--- config.mk ---
export PLATFORM = sky130hd
export DESIGN_NAME = io_mmio_controller
export DESIGN_NICKNAME = d
export VERILOG_FILES = /design/src/rtl/io_mmio_controller.sv
export SDC_FILE = /design/constraint.sdc
export NUM_CORES = 1
export LEC_CHECK = 0
export BUFFER_PORTS_ARGS = -buffer_cell sky130_fd_sc_hd__buf_2
export CORE_UTILIZATION = 57
export DETAILED_ROUTE_END_ITERATION = 12
export GPL_ROUTABILITY_DRIVEN = 0
export PLACE_DENSITY = 0.8
export SLEW_MARGIN = 20
export SYNTH_ARGS = -nofsm -noshare
export SYNTH_HDL_FRONTEND = slang
export SYNTH_SLANG_ARGS = --single-unit
--- constraint.sdc ---
create_clock -name clk -period 2.7 [get_ports clk]
set_input_delay 0.405 -clock clk [delete_from_list [all_inputs] [get_ports clk]]
set_output_delay 0.405 -clock clk [all_outputs]
set_load 0.1 [all_outputs]
--- src/rtl/io_mmio_controller.sv ---
// rtl/io_mmio_controller.sv - IO window sequencer: UART TX/RX handshakes and performance counters
module io_mmio_controller #(
    parameter logic [31:0] IO_BASE = 32'h8000_0000,
    parameter int          CNT_W   = 32
) (
    input  logic        clk,
    input  logic        rst,
    input  logic        req_valid,
    input  logic        req_we,
    input  logic [31:0] req_addr,
    input  logic [31:0] req_wdata,
    input  logic        instr_retire,
    input  logic        br_retire,
    input  logic        br_correct,
    input  logic        uart_tx_ready,
    output logic        uart_tx_data_in_valid,
    output logic [7:0]  uart_tx_data_in,
    input  logic        uart_rx_valid,
    input  logic [7:0]  uart_rx_out,
    output logic        uart_rx_data_out_ready,
    output logic [31:0] io_rdata
);

    localparam logic [31:0] OFF_CTRL = 32'h00;
    localparam logic [31:0] OFF_RX   = 32'h04;
    localparam logic [31:0] OFF_TX   = 32'h08;
    localparam logic [31:0] OFF_CYC  = 32'h10;
    localparam logic [31:0] OFF_INS  = 32'h14;
    localparam logic [31:0] OFF_CLR  = 32'h18;
    localparam logic [31:0] OFF_BR   = 32'h1C;
    localparam logic [31:0] OFF_BRC  = 32'h20;

    typedef enum logic {
        TX_IDLE,
        TX_PEND
    } tx_state_t;

    tx_state_t          r_tx_state;
    tx_state_t          w_tx_state_nxt;
    logic               w_tx_load;
    logic [7:0]         r_tx_data;
    logic [31:0]        r_io_rdata;
    logic [31:0]        w_rdata;
    logic [CNT_W-1:0]   r_cyc_cnt;
    logic [CNT_W-1:0]   r_ins_cnt;
    logic [CNT_W-1:0]   r_br_cnt;
    logic [CNT_W-1:0]   r_brc_cnt;

    logic               w_io_hit;
    logic               w_io_ld;
    logic               w_io_st;
    logic [31:0]        w_off;
    logic               w_st_tx;
    logic               w_st_clr;
    logic               w_ld_rx;
    logic               w_tx_pend;
    logic               w_tx_free;
    logic               w_unused;

    assign w_io_hit  = req_valid && (req_addr[31:30] == 2'b10);
    assign w_io_ld   = w_io_hit && !req_we;
    assign w_io_st   = w_io_hit && req_we;
    assign w_off     = req_addr - IO_BASE;
    assign w_st_tx   = w_io_st && (w_off == OFF_TX);
    assign w_st_clr  = w_io_st && (w_off == OFF_CLR);
    assign w_ld_rx   = w_io_ld && (w_off == OFF_RX);
    assign w_tx_pend = (r_tx_state == TX_PEND);
    assign w_tx_free = uart_tx_ready && !w_tx_pend;
    assign w_unused  = ^req_wdata[31:8];

    assign uart_tx_data_in_valid  = w_tx_pend;
    assign uart_tx_data_in        = r_tx_data;
    assign uart_rx_data_out_ready = rst && w_ld_rx && uart_rx_valid;
    assign io_rdata               = r_io_rdata;

    always_ff @(posedge clk) begin
        if (!rst) begin
            r_tx_state <= TX_IDLE;
            r_tx_data  <= 8'h00;
        end else begin
            r_tx_state <= w_tx_state_nxt;
            if (w_tx_load) begin
                r_tx_data <= req_wdata[7:0];
            end
        end
    end

    // A store landing on the completing (ready) cycle is accepted back-to-back.
    always_comb begin
        w_tx_state_nxt = r_tx_state;
        w_tx_load      = 1'b0;
        case (r_tx_state)
            TX_IDLE: begin
                if (w_st_tx) begin
                    w_tx_state_nxt = TX_PEND;
                    w_tx_load      = 1'b1;
                end
            end
            TX_PEND: begin
                if (uart_tx_ready) begin
                    if (w_st_tx) begin
                        w_tx_load = 1'b1;
                    end else begin
                        w_tx_state_nxt = TX_IDLE;
                    end
                end
            end
            default: w_tx_state_nxt = TX_IDLE;
        endcase
    end

    always_comb begin
        w_rdata = 32'h0;
        case (w_off)
            OFF_CTRL: w_rdata = {30'b0, uart_rx_valid, w_tx_free};
            OFF_RX:   w_rdata = {24'b0, uart_rx_out};
            OFF_CYC:  w_rdata = 32'(r_cyc_cnt);
            OFF_INS:  w_rdata = 32'(r_ins_cnt);
            OFF_BR:   w_rdata = 32'(r_br_cnt);
            OFF_BRC:  w_rdata = 32'(r_brc_cnt);
            default:  w_rdata = 32'h0;
        endcase
    end

    always_ff @(posedge clk) begin
        if (!rst) begin
            r_io_rdata <= 32'h0;
        end else if (w_io_ld) begin
            r_io_rdata <= w_rdata;
        end
    end

    // The clear store takes priority over same-cycle increments.
    always_ff @(posedge clk) begin
        if (!rst || w_st_clr) begin
            r_cyc_cnt <= '0;
            r_ins_cnt <= '0;
            r_br_cnt  <= '0;
            r_brc_cnt <= '0;
        end else begin
            r_cyc_cnt <= r_cyc_cnt + CNT_W'(1);
            if (instr_retire) begin
                r_ins_cnt <= r_ins_cnt + CNT_W'(1);
            end
            if (br_retire) begin
                r_br_cnt <= r_br_cnt + CNT_W'(1);
            end
            if (br_retire && br_correct) begin
                r_brc_cnt <= r_brc_cnt + CNT_W'(1);
            end
        end
    end

endmodule

==> metrics.txt, run 1 <==
period utilization 0.863; DRT iter0 DRCs 818; DIE HEIGHT 121 um; RSZ-0062 raised after global routing no; Pleak 0.00347 uW; Worst EP required 2.30 ns; Critical Path AT 1.92 ns; Post-Syn Instances 920; DR vias/cell 5.85; area delta synth->final 15.7%; worst rel slew slack 0.546; layout cells sized above 1 0.170; worst hold start req_wdata[5]; GRT Residual Overflow 0; Yosys reg bits 169; f_max 429 MHz; Final Hold Vio Count 0; Die W 121 um; CTS Root Cell clkbuf_16; # nets final 1,097; register area share after synthesis 0.419; CTS sink count 169; # diodes 0; DR DRC count 0; most frequent cells in the layout dfxtp_1 (169), nor2_1 (166), xor2_1 (99), buf_2 (97); CP Max Fanout 4; YS warnings 0; Most used DFF post-synth dfxtp_1; Setup WS pre-CTS 0.288 ns; TritonCTS Buffers 17; Clk Latency, worst-skew pair 0.42 ns; outcome finished, final reports clean; Avg Cell Area, Syn 8.77 um2; Layout Skew 0.0108 ns; Worst R2R Start r_cyc_cnt[0]; htree depth 4; Synth Net Count 1,005; Synth cell types 46; Crit path largest cell delay 0.34 ns; min Tclk post-route 2.33 ns; CP max-delay cell nor4_1; Core ar. 13,800 um2; Worst-path clk slew 0.06 ns; Hold Crit Class input port to register; Post-Synthesis Cell Area 8070 um2; input/output buffers 98; cells along the critical path buf_2, nor4_1, nand4_1, buf_4, or2_1, nor4_4, buf_12; Max Slew Vio Count 0; largest net degree at the start of global routing 43; WHS 0.223 ns; kind of critical path input port to output port; postcts setup bufs 0; initial antenna violation count 0; maxcap violations 0; Pwr Total 5060 uW; post-CTS sizing 0; number of global-route vias before repair 6,449; WL per Instance 16.1 um; post-route ant nets 0; Die ar. 14,600 um2; Worst Setup End Kind output port; fraction of registers with async set/reset 0; Max VDD drop 387 uV; CTS tree done; row cnt 43; Worst-Margin Slew 0.680 ns; Clock Tree Buf Depth 2; drt pass-1 iters 5; Tot GR Track Use 0.269; commonest non-fill, non-tap cell in the layout dfxtp_1; worst path bufs/invs 3; initial core utilization 0.584; Hold Path End uart_tx_data_in[5]; Via Count 7,047; final setup margin 0.371 ns; Pwr per Cell Area 541 nW/um2; final setup violation count 0; # hold bufs at CTS 0; flop-to-flop setup slack 0.74 ns; startpoint types input port; worst hold stages 3; Worst R2R Path Depth 7; family with the most delay on the worst path simple AND/OR/NAND/NOR gates; I/O Pins 123; Post-synth EDFFs 0; first-pass GRT wire length 31,200 um; HPWL after DPL 13,500 um; RR Endpoint r_cyc_cnt[22]; Detailed Route WL 19,400 um; setup TNS 0 ns
==> worst max-delay path by stage <==
stage	cells past startpoint	start	end
after floorplan	4	req_addr[5]	uart_rx_data_out_ready
after global placement	5	req_we	io_rdata[3]
after detailed placement	5	req_we	io_rdata[4]
after CTS	7	req_addr[11]	uart_rx_data_out_ready
after global routing	7	req_addr[11]	uart_rx_data_out_ready
final	7	req_addr[11]	uart_rx_data_out_ready
==> cell usage after synthesis (4+ instances only) <==
cell type	count	area, um2
a211oi_1	6	45.0
a21oi_1	10	50.1
a22o_1	26	228
a22oi_1	54	405
a32o_1	7	70.1
and2_1	11	68.8
and3_1	15	93.8
and4_1	12	105
buf_2	9	45.0
buf_4	4	30.0
buf_6	10	113
clkbuf_1	27	101
dfxtp_1	169	3380
ha_1	4	50.1
inv_1	8	30.0
mux2i_1	12	120
nand2_1	54	203
nand3_1	56	280
nand4_1	56	350
nor2_1	167	627
nor3_1	5	25.0
nor4_1	9	56.3
nor4_2	7	87.6
o21ai_0	24	120
o21ai_1	11	55.1
xnor2_1	24	210
xor2_1	99	867
==> per-layer routing <==
layer / vias up / wire length (um) / share of wire / track usage
met5: - / 0 / 0 / 0
met4: 0 / 146 / 0.0075 / 0.0610
met3: 14 / 1110 / 0.057 / 0.0578
met2: 186 / 9280 / 0.48 / 0.430
met1: 3389 / 8900 / 0.46 / 0.371
li1: 3458 / - / - / -
==> worst min-delay path, stage by stage <==
cell	delay, ns
buf_2	0.09
nand2_1	0.05
mux2i_1	0.05
==> report_power, final <==
group | internal [uW] | leakage, uW | total, uW | switching, uW
Sequential | 2510 | 0.00136 | 2530 | 18.1
Clock | 1310 | 0.000266 | 2300 | 983
Combinational | 80.9 | 0.00184 | 231 | 150
==> area by class of cell <==
cell class	count	area [um2]
Tap cell	180	225
Fill cell	1109	4490
Inverter	8	30.0
Multi-Input combinational cell	692	4410
Timing Repair Buffer	124	738
Clock buffer	21	460
Clock inverter	10	93.8
Sequential cell	169	3380
==> metrics by stage <==
stage                     std cells   util  cell area, um2
after floorplan                 920      -            8090
after global placement         1173  0.635            8780
after detailed placement       1173  0.635            8780
after CTS                      1204  0.675            9340
after global routing           1204  0.676            9340
final                          1204  0.676            9340
==> sequential cells by signal (all words and copies together) (netlist names) <==
| register | count |
|---|---|
| r_ins_cnt | 32 |
| r_brc_cnt | 32 |
| uart_tx_data_in | 8 |
| io_rdata | 32 |
| r_cyc_cnt | 32 |
| uart_tx_data_in_valid | 1 |
| r_br_cnt | 32 |
==> kinds of logic after synthesis <==
kind of cell | after synthesis | share of synthesized area
buf+inv | 59 | 0.0400
compound gates | 143 | 0.126
xor+xnor | 123 | 0.133
flops | 169 | 0.419
simple gates | 410 | 0.260
fa+ha+maj | 4 | 0.00620
mux | 12 | 0.0149
No activity file was read; power rests on OpenSTA's default activity.
==> run 2, diff against run 1 <==
Settings changed: CORE_UTILIZATION 57 to 59, CTS_BUF_LIST from default to sky130_fd_sc_hd__clkbuf_8, PLACE_DENSITY 0.8 to 0.82, SKIP_CTS_REPAIR_TIMING from default to 1.
==> run 2 against run 1 <==
- critical path depth unchanged
- utilization is 1.5 points higher
- combinational power about the same
- fmax down 0.36%
- die area down 3.3%
- via count down 0.34%
- sequential share of layout area is 0.61 points higher
- hold slack got worse by 0.045 ns
- sequential power barely moved
- clock-buffer cell count down 3
- non-clock buffer count stayed put
- critical path type unchanged
- largest power group unchanged
- highest routed layer unchanged
==> metrics.txt, run 2 (synthesized netlist as in run 1, its figures left out) <==
Switch Pwr 1190 uW (was 1150 uW); htree depth 4 (unchanged); worst rel slew slack 0.561 (was 0.546); area delta synth->final 13.8% (was 15.7%); Clock Tree Buf Depth 2 (unchanged); clock power share 0.396 (was 0.455); largest net degree at the start of global routing 45 (was 43); placed cell areas 8780 um2 (about the same); maxcap violations 0 (unchanged); CTS tree done (unchanged); Max Slew Vio Count 0 (unchanged); period utilization 0.866 (was 0.863); input/output buffers 98 (unchanged); Pleak 0.00340 uW (was 0.00347 uW); post-route ant nets 0 (unchanged); f_max 428 MHz (was 429 MHz); layout cells sized above 1 0.173 (was 0.170); HPWL after DPL 13,300 um (was 13,500 um); Die ar. 14,200 um2 (was 14,600 um2); WL per Instance 15.8 um (was 16.1 um); Via Count 7,023 (was 7,047); CTS sink count 169 (unchanged); Pint 3380 uW (was 3900 uW); Hold Crit Class input port to register (unchanged); Comb power frac 0.050 (was 0.046); Worst-Margin Slew 0.658 ns (was 0.680 ns); final setup violation count 0 (unchanged); Critical Path AT 1.93 ns (was 1.92 ns); DR DRC count 0 (unchanged); first-pass GRT wire length 31,100 um (was 31,200 um); CTS Root Cell clkbuf_8 (was clkbuf_16); min Tclk post-route 2.34 ns (was 2.33 ns); Core ar. 13,300 um2 (was 13,800 um2); drt pass-1 iters 5 (unchanged); outcome finished, final reports clean (unchanged); Die W 119 um (was 121 um); kind of critical path input port to output port (unchanged); TritonCTS Buffers 17 (unchanged); Final Hold Vio Count 0 (unchanged); switch share 0.260 (was 0.228); most frequent cells in the layout dfxtp_1 (169), nor2_1 (166), xor2_1 (99), buf_2 (97) (unchanged); Finished Cell Area 9190 um2 (was 9340 um2); row cnt 42 (was 43); Max VDD drop 410 uV (was 387 uV); Layout Skew 0.0163 ns (was 0.0108 ns); # diodes 0 (unchanged); DIE HEIGHT 119 um (was 121 um); GRT Residual Overflow 0 (unchanged); initial antenna violation count 0 (unchanged); commonest non-fill, non-tap cell in the layout dfxtp_1 (unchanged); Detailed Route WL 18,900 um (was 19,400 um); DR vias/cell 5.85 (about the same); post-layout util 0.691 (was 0.676); Seq pwr share 0.553 (was 0.500); Clk Latency, worst-skew pair 0.46 ns (was 0.42 ns); Worst EP required 2.30 ns (about the same); Pwr per Cell Area 497 nW/um2 (was 541 nW/um2); CP Max Fanout 4 (unchanged); Worst Setup End Kind output port (unchanged); I/O Pins 123 (unchanged); WHS 0.179 ns (was 0.223 ns); startpoint types input port (unchanged); Worst-path clk slew 0.09 ns (was 0.06 ns); number of global-route vias before repair 6,412 (was 6,449); DRT iter0 DRCs 660 (was 818); setup TNS 0 ns (unchanged); Tot GR Track Use 0.275 (was 0.269); RSZ-0062 raised after global routing no (unchanged); # nets final 1,097 (unchanged); initial core utilization 0.607 (was 0.584)
-- run 2: cell count changes in the layout (fill, tap and decap cells not counted), sizes merged --
cell    change
clkbuf      -3
inv         +3
clkinv      +1
-- run 2: per-stage QoR --
| step | std cells | power [uW] | setup slack (ns) |
|---|---|---|---|
| global placement | 1169 | 2800 | 0.294 |
| floorplan | 920 | 2730 | 0.00779 |
| CTS | 1201 | 4590 | 0.353 |
| finish | 1201 | 4560 | 0.362 |
| global route | 1201 | 4730 | 0.216 |
| detailed placement | 1169 | 2810 | 0.257 |
-- run 2: area by class of cell --
type | instances | area, um2
clock buffers | 18 | 248
multi-input cells | 692 | 4410
flip-flops and latches | 169 | 3380
fillers | 1060 | 4110
well taps | 176 | 220
inverters | 8 | 30.0
clock inverters | 14 | 158
repair buffers | 124 | 738
-- run 2: power groups by stage --
stage	registers [uW]	clock network, uW	logic (uW)
detailed placement	2580	0	227
CTS	2520	1830	228
global route	2530	1960	249
floorplan	2600	0	132
global placement	2580	0	222
finish	2530	1810	230
-- run 2: metal layers --
layer	wire length, um	global-route usage
met1	9010	0.379
met2	8760	0.435
met3	961	0.0623
met4	204	0.0672
met5	0	0
-- run 2: critical path, cell delays in order --
cell	delay (ns)
buf_2	0.09
nor4_1	0.29
nand4_1	0.19
buf_4	0.19
or2_1	0.30
nor4_4	0.23
buf_12	0.22
-- run 2: worst paths after layout --
path	start	end	slack, ns	depth (start not counted)
worst max-delay path	req_addr[11]	uart_rx_data_out_ready	0.36	7
worst min-delay path	req_wdata[0]	uart_tx_data_in[0]	0.18	3
worst max register to register	r_cyc_cnt[0]	r_cyc_cnt[18]	0.73	7
worst min register to register	uart_tx_data_in[6]	uart_tx_data_in[6]	0.46	2
==> run 3, diff against run 2 <==
Settings changed: CORE_UTILIZATION 59 to 45, PLACE_DENSITY 0.82 to 0.66.
Clock period 2.7 ns to 2.37 ns, I/O delays scaled along.
==> run 3 against run 2 <==
- sequential share of layout area fell by 1.0 points
- worst setup slack worse by 0.23 ns
- hold slack worse by 0.042 ns
- register-to-register slack lost 0.30 ns
- clock skew shrank 0.0041 ns
- sequential power is 14% higher
- via count fell by 0.13%
- critical path depth unchanged
- total power is 23% higher
- cell count increased by 4.6%
- global-route usage decreased by 5.4 points
- largest power group unchanged
==> metrics.txt, run 3 (synthesized netlist as in run 1, its figures left out) <==
outcome finished, final reports clean (unchanged); area delta synth->final 17.1% (was 13.8%); Placed Instances 1,224 (was 1,169); Die ar. 18,500 um2 (was 14,200 um2); TritonCTS Buffers 17 (unchanged); period utilization 0.945; Clk Latency, worst-skew pair 0.46 ns (about the same); clock power share 0.438 (was 0.396); DR vias/cell 5.58 (was 5.85); min Tclk post-route 2.24 ns; cells along the critical path buf_2, nor4_1, nand4_1, buf_4, or2_1, nor4_4, buf_12 (unchanged); first-pass GRT wire length 32,000 um (was 31,100 um); DRT iter0 DRCs 495 (was 660); Layout Skew 0.0122 ns (was 0.0163 ns); Pint 4370 uW (was 3380 uW); drt pass-1 iters 5 (unchanged); Tot GR Track Use 0.221 (was 0.275); Via Count 7,014 (was 7,023); worst hold start req_wdata[6] (was req_wdata[0]); Max VDD drop 428 uV (was 410 uV); CTS sink count 169 (unchanged); input/output buffers 98 (unchanged); Seq pwr share 0.513 (was 0.553); # nets final 1,103 (was 1,097); CP max-delay cell or2_1 (unchanged); Worst R2R Path Depth 7 (unchanged); WL per Instance 15.6 um (was 15.8 um); initial antenna violation count 0 (unchanged); most frequent cells in the layout dfxtp_1 (169), nor2_1 (166), xor2_1 (99), buf_2 (97) (unchanged); CTS Root Cell clkbuf_8 (unchanged); Finished Cell Area 9450 um2 (was 9190 um2); worst rel slew slack 0.574 (was 0.561); HPWL after DPL 14,000 um (was 13,300 um); Crit path largest cell delay 0.32 ns (was 0.30 ns); initial core utilization 0.464 (was 0.607); startpoint types input port (unchanged); Pwr per Cell Area 593 nW/um2 (was 497 nW/um2); Crit. Startpoint req_addr[11] (unchanged); CTS tree done (unchanged); RSZ-0062 raised after global routing no (unchanged); Critical Path AT 1.88 ns (was 1.93 ns); layout cells sized above 1 0.177 (was 0.173); # diodes 0 (unchanged); Worst Setup End Kind output port (unchanged); GRT Residual Overflow 0 (unchanged); Comb power frac 0.049 (was 0.050); Max Slew Vio Count 0 (unchanged); Hold Crit Class input port to register (unchanged); Switch Pwr 1240 uW (was 1190 uW); largest net degree at the start of global routing 39 (was 45); DR DRC count 0 (unchanged); htree depth 4 (unchanged); Worst EP required 2.01 ns (was 2.30 ns); kind of critical path input port to output port (unchanged); switch share 0.221 (was 0.260); final cell count without fillers 1,256 (was 1,201); Final Hold Vio Count 0 (unchanged); Die W 136 um (was 119 um); row cnt 48 (was 42); DIE HEIGHT 136 um (was 119 um); maxcap violations 0 (unchanged); number of global-route vias before repair 6,467 (was 6,412); Worst-Margin Slew 0.630 ns (was 0.658 ns); I/O Pins 123 (unchanged); Detailed Route WL 19,600 um (was 18,900 um); commonest non-fill, non-tap cell in the layout dfxtp_1 (unchanged); CP Max Fanout 4 (unchanged); Core ar. 17,400 um2 (was 13,300 um2); Worst-path clk slew 0.09 ns (about the same); Clock Tree Buf Depth 2 (unchanged); final setup violation count 0 (unchanged); f_max 446 MHz; worst hold stages 3 (unchanged); Worst R2R Start r_cyc_cnt[0] (unchanged); Pleak 0.00350 uW (was 0.00340 uW); placed cell areas 8960 um2 (was 8780 um2); post-route ant nets 0 (unchanged)
run 3: changes by cell type in the layout (fill, tap and decap cells not counted), sizes merged:
cell | previous run | this run
buf | 124 | 130
bufinv | 1 | 6
clkbuf | 18 | 19
clkinv | 5 | 3
clkinvlp | 3 | 1
inv | 13 | 11
run 3: cell type report:
class | count | area (um2)
tap | 225 | 282
inverter | 8 | 30.0
clock buffer | 19 | 262
fill | 1640 | 7960
clock inverter | 13 | 223
multi-input combinational | 692 | 4420
timing repair buffer | 130 | 858
sequential | 169 | 3380
run 3: stage by stage:
step | power (uW) | TNS [ns] | utilization | setup WS, ns | hold WS (ns)
after floorplan | 3120 | -0.173 | - | -0.173 | 0.452
after global placement | 3210 | 0 | 0.514 | 0.0925 | 0.439
after detailed placement | 3220 | 0 | 0.514 | 0.0819 | 0.444
after CTS | 5640 | 0 | 0.542 | 0.0899 | 0.122
after global routing | 5800 | 0 | 0.543 | 0.0511 | 0.130
final | 5600 | 0 | 0.543 | 0.130 | 0.136
run 3: final timing paths:
check / endpoint / slack (ns)
max: uart_rx_data_out_ready / 0.13
min: uart_tx_data_in[6] / 0.14
max reg2reg: r_cyc_cnt[26] / 0.43
min reg2reg: uart_tx_data_in[1] / 0.46
run 3: metal layers:
layer / global-route usage / vias to the layer above / part of all wire / wire [um]
li1: - / 3469 / - / -
met1: 0.308 / 3379 / 0.49 / 9580
met2: 0.343 / 136 / 0.45 / 8840
met3: 0.0347 / 30 / 0.039 / 771
met4: 0.0790 / 0 / 0.021 / 403
met5: 0 / - / 0 / 0
run 3: critical path, delay by kind of cell:
family        cells  cell delay, ns
buf+inv           3            0.52
simple gates      4            1.02
run 3: power groups by stage:
stage	clock network [uW]	logic [uW]	registers, uW
3_3_place_gp	0	269	2940
4_1_cts	2490	274	2880
2_1_floorplan	0	153	2960
5_1_grt	2620	301	2880
3_5_place_dp	0	274	2940
6_report	2450	275	2880
